**src/rtl/alu.sv**
```systemverilog
// Single-cycle ALU. Result and flags are computed combinationally from A, B and Op.
// They are registered into Y, C, V and Z on every rising clock edge.
module alu #(
    parameter int unsigned WIDTH = 16
) (
    input  logic             clk,
    input  logic             rst,
    input  logic [WIDTH-1:0] A,
    input  logic [WIDTH-1:0] B,
    input  logic [3:0]       Op,
    output logic [WIDTH-1:0] Y,
    output logic             C,
    output logic             V,
    output logic             Z
);

    logic [WIDTH-1:0] add_x;
    logic [WIDTH-1:0] add_y;
    logic             add_cin;
    logic [WIDTH:0]   add_sum;
    logic             add_ovf;

    logic [WIDTH-1:0] res;
    logic             res_c;
    logic             res_v;

    // Every arithmetic op is routed through one adder.
    // Subtraction X-Y becomes X + ~Y + 1, so carry and overflow come from a single rule.
    always_comb begin
        add_x   = '0;
        add_y   = '0;
        add_cin = 1'b0;
        unique case (Op)
            4'b0000: begin add_x = A;  add_y = WIDTH'(1);          end
            4'b0001: begin add_x = A;  add_y = '1;                 end
            4'b0010: begin add_x = A;  add_y = ~B; add_cin = 1'b1; end
            4'b0011: begin add_x = A;  add_y = B;                  end
            4'b0100: begin add_x = B;  add_y = WIDTH'(1);          end
            4'b0101: begin add_x = B;  add_y = '1;                 end
            4'b0110: begin add_x = '0; add_y = ~A; add_cin = 1'b1; end
            default: begin add_x = '0; add_y = '0;                 end
        endcase
    end

    assign add_sum = {1'b0, add_x} + {1'b0, add_y} + {{WIDTH{1'b0}}, add_cin};
    assign add_ovf = (add_x[WIDTH-1] == add_y[WIDTH-1]) &&
                     (add_sum[WIDTH-1] != add_x[WIDTH-1]);

    always_comb begin
        res   = '0;
        res_c = 1'b0;
        res_v = 1'b0;
        unique case (Op)
            4'b0000, 4'b0001, 4'b0010, 4'b0011,
            4'b0100, 4'b0101, 4'b0110: begin
                res   = add_sum[WIDTH-1:0];
                res_c = add_sum[WIDTH];
                res_v = add_ovf;
            end
            4'b0111: res = A;
            4'b1000: res = A & B;
            4'b1001: res = A | B;
            4'b1010: res = A ^ B;
            4'b1011: res = ~A;
            4'b1100: begin res = {A[WIDTH-2:0], 1'b0};        res_c = A[WIDTH-1]; end
            4'b1101: begin res = {1'b0, A[WIDTH-1:1]};        res_c = A[0];       end
            4'b1110: begin res = {A[WIDTH-1], A[WIDTH-1:1]};  res_c = A[0];       end
            default: res = B;
        endcase
    end

    always_ff @(posedge clk or posedge rst) begin
        if (rst) begin
            Y <= '0;
            C <= 1'b0;
            V <= 1'b0;
            Z <= 1'b0;
        end else begin
            Y <= res;
            C <= res_c;
            V <= res_v;
            Z <= (res == '0);
        end
    end

endmodule

```
**config.mk**
```make
export PLATFORM = sky130hd
export DESIGN_NAME = alu
export DESIGN_NICKNAME = d
export VERILOG_FILES = /design/src/rtl/alu.sv
export SDC_FILE = /design/constraint.sdc
export NUM_CORES = 1
export LEC_CHECK = 0
export BUFFER_PORTS_ARGS = -buffer_cell sky130_fd_sc_hd__buf_4
export CORE_MARGIN = 1.5
export CORE_UTILIZATION = 64
export CTS_CLUSTER_SIZE = 20
export DETAILED_ROUTE_END_ITERATION = 16
export PLACE_DENSITY = 0.95
export SYNTH_ARGS = -nofsm -noshare
export SYNTH_HDL_FRONTEND = slang
export SYNTH_SLANG_ARGS = --single-unit
export TNS_END_PERCENT = 1
```
**constraint.sdc**
```tcl
create_clock -name clk -period 0.8 [get_ports clk]
set_input_delay 0.12 -clock clk [delete_from_list [all_inputs] [get_ports clk]]
set_output_delay 0.12 -clock clk [all_outputs]
set_load 0.1 [all_outputs]
```
==> results of run 1 <==
-- per-stage QoR --
step                      std cells  TNS (ns)  hold WS (ns)
after detailed placement        784    -43.81        0.1772
after global placement          784    -37.07        0.1455
after floorplan                 521    -46.34       0.07113
-- cells in the mapped netlist, types with 3 or more instances --
master | count | area [sq um]
clkbuf_1 | 17 | 63.81
buf_6 | 4 | 45.04
nor3_1 | 12 | 60.06
or3_1 | 4 | 25.02
o211ai_1 | 5 | 37.54
o211a_1 | 3 | 30.03
nand2_1 | 39 | 146.4
buf_2 | 8 | 40.04
o221ai_1 | 3 | 26.28
and3_1 | 3 | 18.77
nor2_1 | 46 | 172.7
mux2_2 | 4 | 45.04
nand2b_1 | 10 | 62.56
mux2i_1 | 19 | 190.2
o21a_1 | 6 | 45.04
buf_1 | 4 | 15.01
ha_1 | 47 | 588.1
a21o_1 | 5 | 37.54
a21oi_1 | 34 | 170.2
o31ai_1 | 6 | 45.04
nor4bb_1 | 3 | 30.03
o22ai_1 | 5 | 31.28
nand3_1 | 14 | 70.07
nand3b_1 | 4 | 30.03
a21boi_0 | 3 | 22.52
a22oi_1 | 6 | 45.04
a211oi_1 | 6 | 45.04
dfrtp_1 | 19 | 475.5
nor2b_1 | 7 | 43.79
a221oi_1 | 5 | 43.79
a31oi_1 | 8 | 50.05
o21ai_0 | 46 | 230.2
inv_1 | 47 | 176.4
a22o_1 | 17 | 148.9
-- cells by family after synthesis --
family / count (synthesis) / share of synthesized area
multiplexers: 23 / 0.06190
XOR/XNOR: 4 / 0.009221
AO/OA/AOI/OAI: 185 / 0.3316
buffers and inverters: 83 / 0.09647
adder cells (fa/ha/maj): 50 / 0.1683
flip-flops: 19 / 0.1251
AND/OR/NAND/NOR: 157 / 0.2074
==> flow_metrics.tcl, run 1 <==
set metrics [dict create \
    firstError "[ERROR DPL-0038] Utilization greater than 100%, impossible to legalize" \
    numPortBuffers 56 \
    synthFlopType "dfrtp_1" \
    ctsResizeCount 109 \
    async_flop_share 1.000 \
    cts_inserted_buffers 3 \
    finalWeightedCongestion 1.080 \
    die_w_um 80.06 \
    status "did not finish" \
    cts_max_level 1 \
    die_h_um 80.06 \
    postCtsSetupBuffers 1 \
    rows 27 \
    ys_seq_elements 19 \
    dp_hpwl_um 15150 \
    initial_core_util 0.6776 \
    ctsHoldBuffers 1 \
    synth.distinct_cells 72 \
    ios 57 \
    yosys_warnings 0 \
    cts-root-buf "clkbuf_8" \
    clkSinkCount 19 \
    clockBufferDepth 2 \
    haltStage "4_1_cts" \
    syn_area_per_cell_sq_um 7.293 \
    syn_inst 521 \
    synth_nets 608 \
    synth-seq-area-share 0.1251 \
    synth_edf_count 0 \
    placed_cell_area_sq_um 5460 \
    syn_area_sq_um 3800 \
    dp_slack_ns -3.185 \
]
==> run 2, diff against run 1 <==
- CORE_UTILIZATION: 64 -> 40
- CTS_CLUSTER_SIZE: 20 -> not set
- PLACE_DENSITY: 0.95 -> not set
- PLACE_DENSITY_LB_ADDON: not set -> 0.15
==> flow_metrics.tcl, run 2 <==
set metrics [dict create \
    status "complete, but fails checks" \
    violations "negative setup slack" \
    core_region_area_sq_um 9240 \
    synth_top_area_frac 0.1548 \
    worst_pin_slew_ns 0.6009 \
    synth_top_family_by_area "compound AO/OA/AOI/OAI gates" \
    async_flop_share 1.000 \
    synthFlopType "dfrtp_1" \
    synth_simple_gate_area_frac 0.2074 \
    grt_max_degree 36 \
    path_max_fanout 5 \
    diodes 0 \
    timing.setup.tns_ns -36.40 \
    ant_nets 0 \
    synth_area_leaders "ha_1 (15%), dfrtp_1 (13%), o21ai_0 (6.1%)" \
    power_mw 6.393 \
    hold_path_class "in -> reg" \
    setup_slack_ns -2.660 \
    period_share 4.324 \
    grt_remaining_overflow 0 \
    synth-seq-area-share 0.1251 \
    post-route-min-period_ns 3.460 \
    cp_common_cell "buf_4" \
    layout_commonest_cell "buf_4" \
    power_frac_clock 0.108 \
    critical-path-max-stage-delay_ns 0.54 \
    grt_pass1_vias 4535 \
    seqPwrFrac 0.184 \
    hold_violations 0 \
    synth_edf_count 0 \
    wl_per_cell_um 18.15 \
    finalInstanceArea_sq_um 5927 \
    drc_errors 0 \
    switching_share 0.4809 \
    drt_wl_total_um 15270 \
    path_cells "buf_4 -> nor2_2 -> a211oi_2 -> a21oi_2 -> a21oi_2 -> fa_2 -> buf_4 -> a21o_1 -> a211oi_1 -> nor2_1 -> o32a_1 -> or4b_1 -> a2111oi_2 -> buf_4 -> or4b_1 -> nor4_1" \
    hp-start "A[15]" \
    finalWeightedCongestion 0.9663 \
    areaGrowthSynthToFinish_pct 55.98 \
    holdPathEnd "C" \
    slew_headroom 0.5979 \
    final_max_slew_viol_count 0 \
    synth_nets 608 \
    arrival_ns 3.63 \
    synthXorXnorAreaFrac 0.009220 \
    synth.distinct_cells 72 \
    cts_tree "yes" \
    synth_common_cells "ha_1 (47), inv_1 (47), nor2_1 (46), o21ai_0 (46), nand2_1 (39)" \
    ys_seq_elements 19 \
    rsz0062_at_grt "true" \
    ir_worst_vdd_uv 690.1 \
    layout.nets 800 \
    die_h_um 100.5 \
    syn_inst 521 \
    synthMuxAreaShare 0.06190 \
    die-area_sq_um 10090 \
    synth_area_leader_cell "ha_1" \
    p_sw_mw 3.074 \
    max_freq_mhz 289.1 \
    synth-compound-area-share 0.3316 \
    cap_violations 0 \
    numPortBuffers 56 \
    required_ns 0.97 \
    syn_area_per_cell_sq_um 7.293 \
    yosys.area_share.adder 0.1683 \
    ios 57 \
    num_vias 4832 \
    drt-initial-drc-count 384 \
    clkSinkCount 19 \
    drive_gt1_frac 0.3904 \
    cts_max_level 1 \
    vias_per_cell 5.746 \
    p_per_area_nw_per_um2 1079 \
    setup.worst_path.class "in -> reg" \
    die_w_um 100.5 \
    p_leak_nw 2.976 \
    largest_reg_flops 16 \
    clockBufferDepth 2 \
    holdPathStages 4 \
    grt_use_total 0.3050 \
    critPathSlowestCell "or4b_1" \
    largest_register "Y" \
    cts-root-buf "clkbuf_8" \
    syn_area_sq_um 3800 \
    clk_pin_slew_ns 0.08 \
    firstDrtPassIters 5 \
    dp_hpwl_um 11850 \
    intPower_mw 3.319 \
    placed_cell_area_sq_um 5507 \
    initial_core_util 0.4112 \
    yosys_warnings 0 \
    grt_first_pass_wirelength_um 24070 \
    pwr-share-comb 0.708 \
    finalSetupViolCount 38 \
    rows 35 \
    antenna_found_initial 0 \
    final_cell_mix "buf_4 (198), ha_1 (46), inv_1 (45)" \
    crit_path_end_kind "register" \
    cts_inserted_buffers 3 \
    crit_path_start_kind "primary input" \
]
==> run 2: cell counts after synthesis <==
Identical to the previous run, type by type.
==> run 2: repair_timing <==
item	CTS	global route
endpoints found under the hold margin	19	0
setup buffers	0	0
hold buffers	1	0
gates resized for setup	68	25
endpoints found under the setup margin	38	38
pin swaps	6	5
==> run 2: area by class of cell <==
cell class / instances / area, sq um
fill: 831 / 3313
multi-input combinational: 419 / 3214
timing repair buffer: 222 / 1849
sequential: 19 / 475.5
inverter: 48 / 180.2
tap: 129 / 161.4
clock buffer: 3 / 41.29
clock inverter: 1 / 5.005
==> run 2: power groups by stage <==
stage          Combinational (mW)  Sequential (mW)  Clock (mW)
6_report                     4.53             1.17       0.692
2_1_floorplan                1.50             2.10           0
3_5_place_dp                 4.05             1.14           0
5_1_grt                      4.80             1.18       0.743
4_1_cts                      4.35             1.17       0.702
3_3_place_gp                 4.01             1.14           0
==> run 2: logic make-up (layout without fill, tap and decap cells) <==
family          after synthesis  in the layout
simple gates                157            157
fa+ha+maj                    50             50
compound gates              185            185
flops                        19             19
mux                          23             23
xor+xnor                      4              4
buf+inv                      83            274
==> run 2: metal layers <==
metal / track usage / vias to the layer above / share of wire
met5: 0 / - / 0
met4: 0.08017 / 0 / 0.020
met3: 0.03883 / 30 / 0.083
met2: 0.4814 / 224 / 0.45
met1: 0.4380 / 2270 / 0.45
li1: - / 2308 / -
==> run 2: critical path: cells and delay by family <==
family | cells | cell delay, ns
buf+inv | 3 | 0.47
compound gates | 7 | 1.29
fa+ha+maj | 1 | 0.35
simple gates | 5 | 1.40
==> run 2: worst max-delay path by stage <==
| stage | to | startpoint | depth (start not counted) | slack, ns |
|---|---|---|---|---|
| after global routing | Z | B[0] | 18 | -2.78 |
| after detailed placement | Z | B[0] | 18 | -3.08 |
| after global placement | Z | B[0] | 18 | -2.94 |
| final | Z | Op[2] | 16 | -2.66 |
| after floorplan | Z | Op[2] | 20 | -3.21 |
| after CTS | Z | B[0] | 18 | -2.69 |
==> run 2: stage by stage <==
step	hold WS, ns	worst slack (ns)	utilization	cells
global placement	0.1580	-2.936	0.5959	836
finish	0.2718	-2.660	0.6414	841
floorplan	0.07113	-3.209	-	521
CTS	0.2724	-2.690	0.6305	841
global route	0.2773	-2.777	0.6414	841
detailed placement	0.1656	-3.085	0.5959	836
Power figures use the tool's default switching activity.
==> run 3, diff against run 2 <==
- SETUP_SLACK_MARGIN: not set -> 0.15
==> flow_metrics.tcl, run 3 (synthesis gave the netlist of run 2 again) <==
set metrics [dict create \
    cts-root-buf "clkbuf_8" \
    finalInstanceArea_sq_um 5917 \
    layout.nets 799 \
    seqPwrFrac 0.184 \
    max_freq_mhz 289.1 \
    ios 57 \
    clk_pin_slew_ns 0.08 \
    largest_reg_flops 16 \
    crit_path_start_kind "primary input" \
    ir_worst_vdd_uv 690.1 \
    cap_violations 0 \
    clockBufferDepth 2 \
    drive_gt1_frac 0.3910 \
    switching_share 0.4810 \
    ant_nets 0 \
    drc_errors 0 \
    numPortBuffers 56 \
    setup.worst_path.class "in -> reg" \
    power_mw 6.389 \
    grt_pass1_vias 4529 \
    hold_violations 19 \
    rsz0062_at_grt "true" \
    final_max_slew_viol_count 0 \
    dp_hpwl_um 11850 \
    largest_register "Y" \
    power_frac_clock 0.108 \
    p_per_area_nw_per_um2 1080 \
    grt_remaining_overflow 0 \
    wl_per_cell_um 18.18 \
    die_w_um 100.5 \
    required_ns 0.97 \
    regArea_sq_um 475.5 \
    finalSetupViolCount 38 \
    intPower_mw 3.316 \
    diodes 0 \
    post-route-min-period_ns 3.459 \
    drt_wl_total_um 15270 \
    period_share 4.324 \
    p_sw_mw 3.073 \
    slew_headroom 0.6234 \
    grt_use_total 0.3047 \
    violations "negative hold slack, negative setup slack" \
    core_region_area_sq_um 9240 \
    num_vias 4818 \
    hold_path_class "in -> async" \
    grt_first_pass_wirelength_um 24050 \
    status "complete, but fails checks" \
    setup_slack_ns -2.659 \
    initial_core_util 0.4112 \
    worst_pin_slew_ns 0.5629 \
    arrival_ns 3.63 \
    rows 35 \
    die_h_um 100.5 \
    layout_commonest_cell "buf_4" \
    areaGrowthSynthToFinish_pct 55.71 \
    path_max_fanout 5 \
    fill_cells 832 \
    die-area_sq_um 10090 \
    cts_tree "yes" \
    antenna_found_initial 0 \
    grt_max_degree 36 \
    cts_max_level 1 \
    vias_per_cell 5.736 \
    crit_path_end_kind "register" \
    finalWeightedCongestion 0.9663 \
    p_leak_nw 2.972 \
    cts_inserted_buffers 3 \
    placed_cell_area_sq_um 5507 \
    drt-initial-drc-count 375 \
    clkSinkCount 19 \
    holdWs_ns -0.1192 \
    pwr-share-comb 0.708 \
    final_cell_mix "buf_4 (198), ha_1 (46), inv_1 (45)" \
    multi_input_area_sq_um 3214 \
    firstDrtPassIters 5 \
]
==> run 3: cell count changes in the layout (fill, tap and decap cells not counted), sizes merged <==
cell         delta
dlygate4sd3     -1
==> run 3: timing repair <==
item,in CTS,in global routing
cloned,0,0
pin swaps,6,5
setup buffers,0,0
endpoints found under the hold margin,19,19
resized for setup,68,25
endpoints found under the setup margin,38,38
==> run 3: worst max-delay path: stages <==
cell and delay [ns]:
buf_4 0.15, nor2_2 0.18, a211oi_2 0.08, a21oi_2 0.14, a21oi_2 0.07, fa_2 0.35
buf_4 0.15, a21o_1 0.16, a211oi_1 0.24, nor2_1 0.10, o32a_1 0.35, or4b_1 0.54
a2111oi_2 0.24, buf_4 0.17, or4b_1 0.42, nor4_1 0.17
==> run 3: final timing paths <==
| path | startpoint | end | depth (start not counted) |
|---|---|---|---|
| max | Op[2] | Z | 16 |
| min | rst | Y[14] | 3 |
| max in group asynchronous | rst | Y[6] | 3 |
| min in group clk | A[15] | C | 4 |
==> run 3: area by class of cell <==
class / count / share of cell area
well taps: 129 / 0.02728
flip-flops and latches: 19 / 0.08036
inverters: 48 / 0.03045
clock buffers: 3 / 0.006978
clock inverters: 1 / 0.0008458
repair buffers: 221 / 0.3108
multi-input cells: 419 / 0.5432
==> run 3: power groups by stage <==
stage	clock [mW]	sequential (mW)	combinational (mW)
floorplan	0	2.10	1.50
global placement	0	1.14	4.01
detailed placement	0	1.14	4.05
CTS	0.702	1.17	4.35
global route	0.743	1.18	4.79
finish	0.692	1.17	4.52
==> run 3: routing by layer <==
metal	share of wire	track usage	vias up
met1	0.44	0.4380	2248
met3	0.084	0.03883	33
met5	0	0	-
met4	0.023	0.08017	0
li1	-	-	2310
met2	0.45	0.4804	227
==> run 3: through the flow <==
step | setup TNS, ns | worst slack [ns] | hold slack, ns | utilization | instances
floorplan | -46.34 | -3.209 | 0.07113 | - | 521
global placement | -40.14 | -2.936 | 0.1580 | 0.5959 | 836
finish | -36.46 | -2.659 | -0.1192 | 0.6404 | 840
global route | -38.83 | -2.777 | -0.09293 | 0.6404 | 840
detailed placement | -41.89 | -3.085 | 0.1656 | 0.5959 | 836
CTS | -36.96 | -2.690 | -0.1097 | 0.6294 | 840
==> run 4, diff against run 3 <==
- CORE_UTILIZATION: 40 -> 39
==> flow_metrics.tcl, run 4 (synthesis gave the netlist of run 2 again) <==
set metrics [dict create \
    worst_pin_slew_ns 0.5607 \
    path_cells "buf_4 -> inv_2 -> nor2_2 -> a211oi_2 -> a21oi_1 -> a21oi_2 -> fa_2 -> inv_2 -> fa_2 -> nand2b_4 -> a21oi_4 -> a211oi_1 -> or3_1 -> or4b_4 -> a2111oi_4 -> buf_4 -> or4b_1 -> nor4_2" \
    hold_violations 19 \
    largest_register "Y" \
    fin_util 0.6400 \
    rows 35 \
    core_region_area_sq_um 9328 \
    cp_num_buf_inv 4 \
    holdWs_ns -0.1214 \
    finalSetupViolCount 38 \
    cap_violations 0 \
    required_ns 0.97 \
    post-route-min-period_ns 3.435 \
    drc_errors 0 \
    arrival_ns 3.60 \
    grt_first_pass_wirelength_um 23630 \
    ir_worst_vdd_uv 864.7 \
    cts_max_level 1 \
    status "complete, but fails checks" \
    layout_commonest_cell "buf_4" \
    critical-path-max-stage-delay_ns 0.51 \
    setup.worst_path.class "in -> reg" \
    antenna_found_initial 0 \
    num_vias 4809 \
    p_leak_nw 2.998 \
    drive_gt1_frac 0.3857 \
    final_max_slew_viol_count 0 \
    vias_per_cell 5.711 \
    rsz0062_at_grt "true" \
    drt-initial-drc-count 346 \
    crit_path_start_kind "primary input" \
    die-area_sq_um 10340 \
    placed_cell_area_sq_um 5522 \
    p_per_area_nw_per_um2 1070 \
    hold_path_class "in -> async" \
    die_h_um 101.7 \
    drt_wl_total_um 14740 \
    final_cell_mix "buf_4 (195), ha_1 (47), inv_1 (45)" \
    setup_slack_ns -2.635 \
    initial_core_util 0.4074 \
    largest_reg_flops 16 \
    crit_path_end_kind "register" \
    cts-root-buf "clkbuf_8" \
    wl_per_cell_um 17.51 \
    clkSinkCount 19 \
    cts_tree "yes" \
    slew_headroom 0.6248 \
    finalInstanceArea_sq_um 5969 \
    grt_use_total 0.2928 \
    period_share 4.294 \
    numPortBuffers 56 \
    postCtsSetupBuffers 0 \
    crit_family "simple AND/OR/NAND/NOR gates" \
    finalWeightedCongestion 0.9981 \
    clk_pin_slew_ns 0.07 \
    firstDrtPassIters 5 \
    areaGrowthSynthToFinish_pct 57.10 \
    cts_inserted_buffers 3 \
    grt_remaining_overflow 0 \
    grt_pass1_vias 4692 \
    critPathSlowestCell "or4b_4" \
    max_freq_mhz 291.1 \
    path_max_fanout 3 \
    layout.nets 801 \
    fill_cells 837 \
    dp_hpwl_um 11570 \
    violations "negative hold slack, negative setup slack" \
    ios 57 \
    grt_max_degree 32 \
    final_cells 842 \
    clockBufferDepth 2 \
    die_w_um 101.7 \
    diodes 0 \
    dp.cells 838 \
    ant_nets 0 \
]
==> run 4: cell count changes in the layout (fill, tap and decap cells not counted), moves of 2 or more <==
cell,before,now
a31oi_2,0,2
buf_12,3,8
buf_4,198,195
o21ai_1,7,10
o21ai_2,5,2
==> run 4: metal layers <==
layer	vias to the layer above	GRT usage	wire length, um
li1	2299	-	-
met1	2267	0.4090	6695
met2	211	0.4672	6681
met3	32	0.02692	949
met4	0	0.1079	413
met5	-	0	0
==> run 4: through the flow <==
step	hold slack, ns	worst slack [ns]	setup TNS (ns)	power (mW)
6_report	-0.1214	-2.635	-35.26	6.387
5_1_grt	-0.09722	-2.872	-38.23	6.743
4_1_cts	-0.1156	-2.690	-35.26	6.189
3_5_place_dp	0.1647	-3.030	-39.80	5.193
3_3_place_gp	0.1569	-2.953	-39.17	5.138
2_1_floorplan	0.07113	-3.209	-46.34	3.600
==> run 4: final cells by class <==
cell class	count	area [sq um]	area share
clock buffers	3	41.29	0.006917
clock inverters	1	5.005	0.0008384
inverters	48	180.2	0.03018
multi-input cells	419	3193	0.5349
flip-flops and latches	19	475.5	0.07965
well taps	129	161.4	0.02704
repair buffers	223	1913	0.3205
==> run 4: where the power goes <==
part	internal (mW)	switching, mW
clock	0.346	0.323
sequential	1.09	0.0921
combinational	1.92	2.62
total	3.35	3.03
==> run 4: final timing paths <==
check                      start  endpoint  slack [ns]  cells past startpoint
max                         B[0]         Z       -2.64                     18
min                          rst     Y[14]       -0.12                      3
max in group asynchronous    rst      Y[6]        0.72                      3
min in group clk           A[15]         C        0.28                      4
==> run 4: repair_timing <==
item / CTS / global route
pin swaps: 11 / 8
hold endpoints to repair: 19 / 19
setup endpoints to repair: 38 / 38
resized for setup: 71 / 32
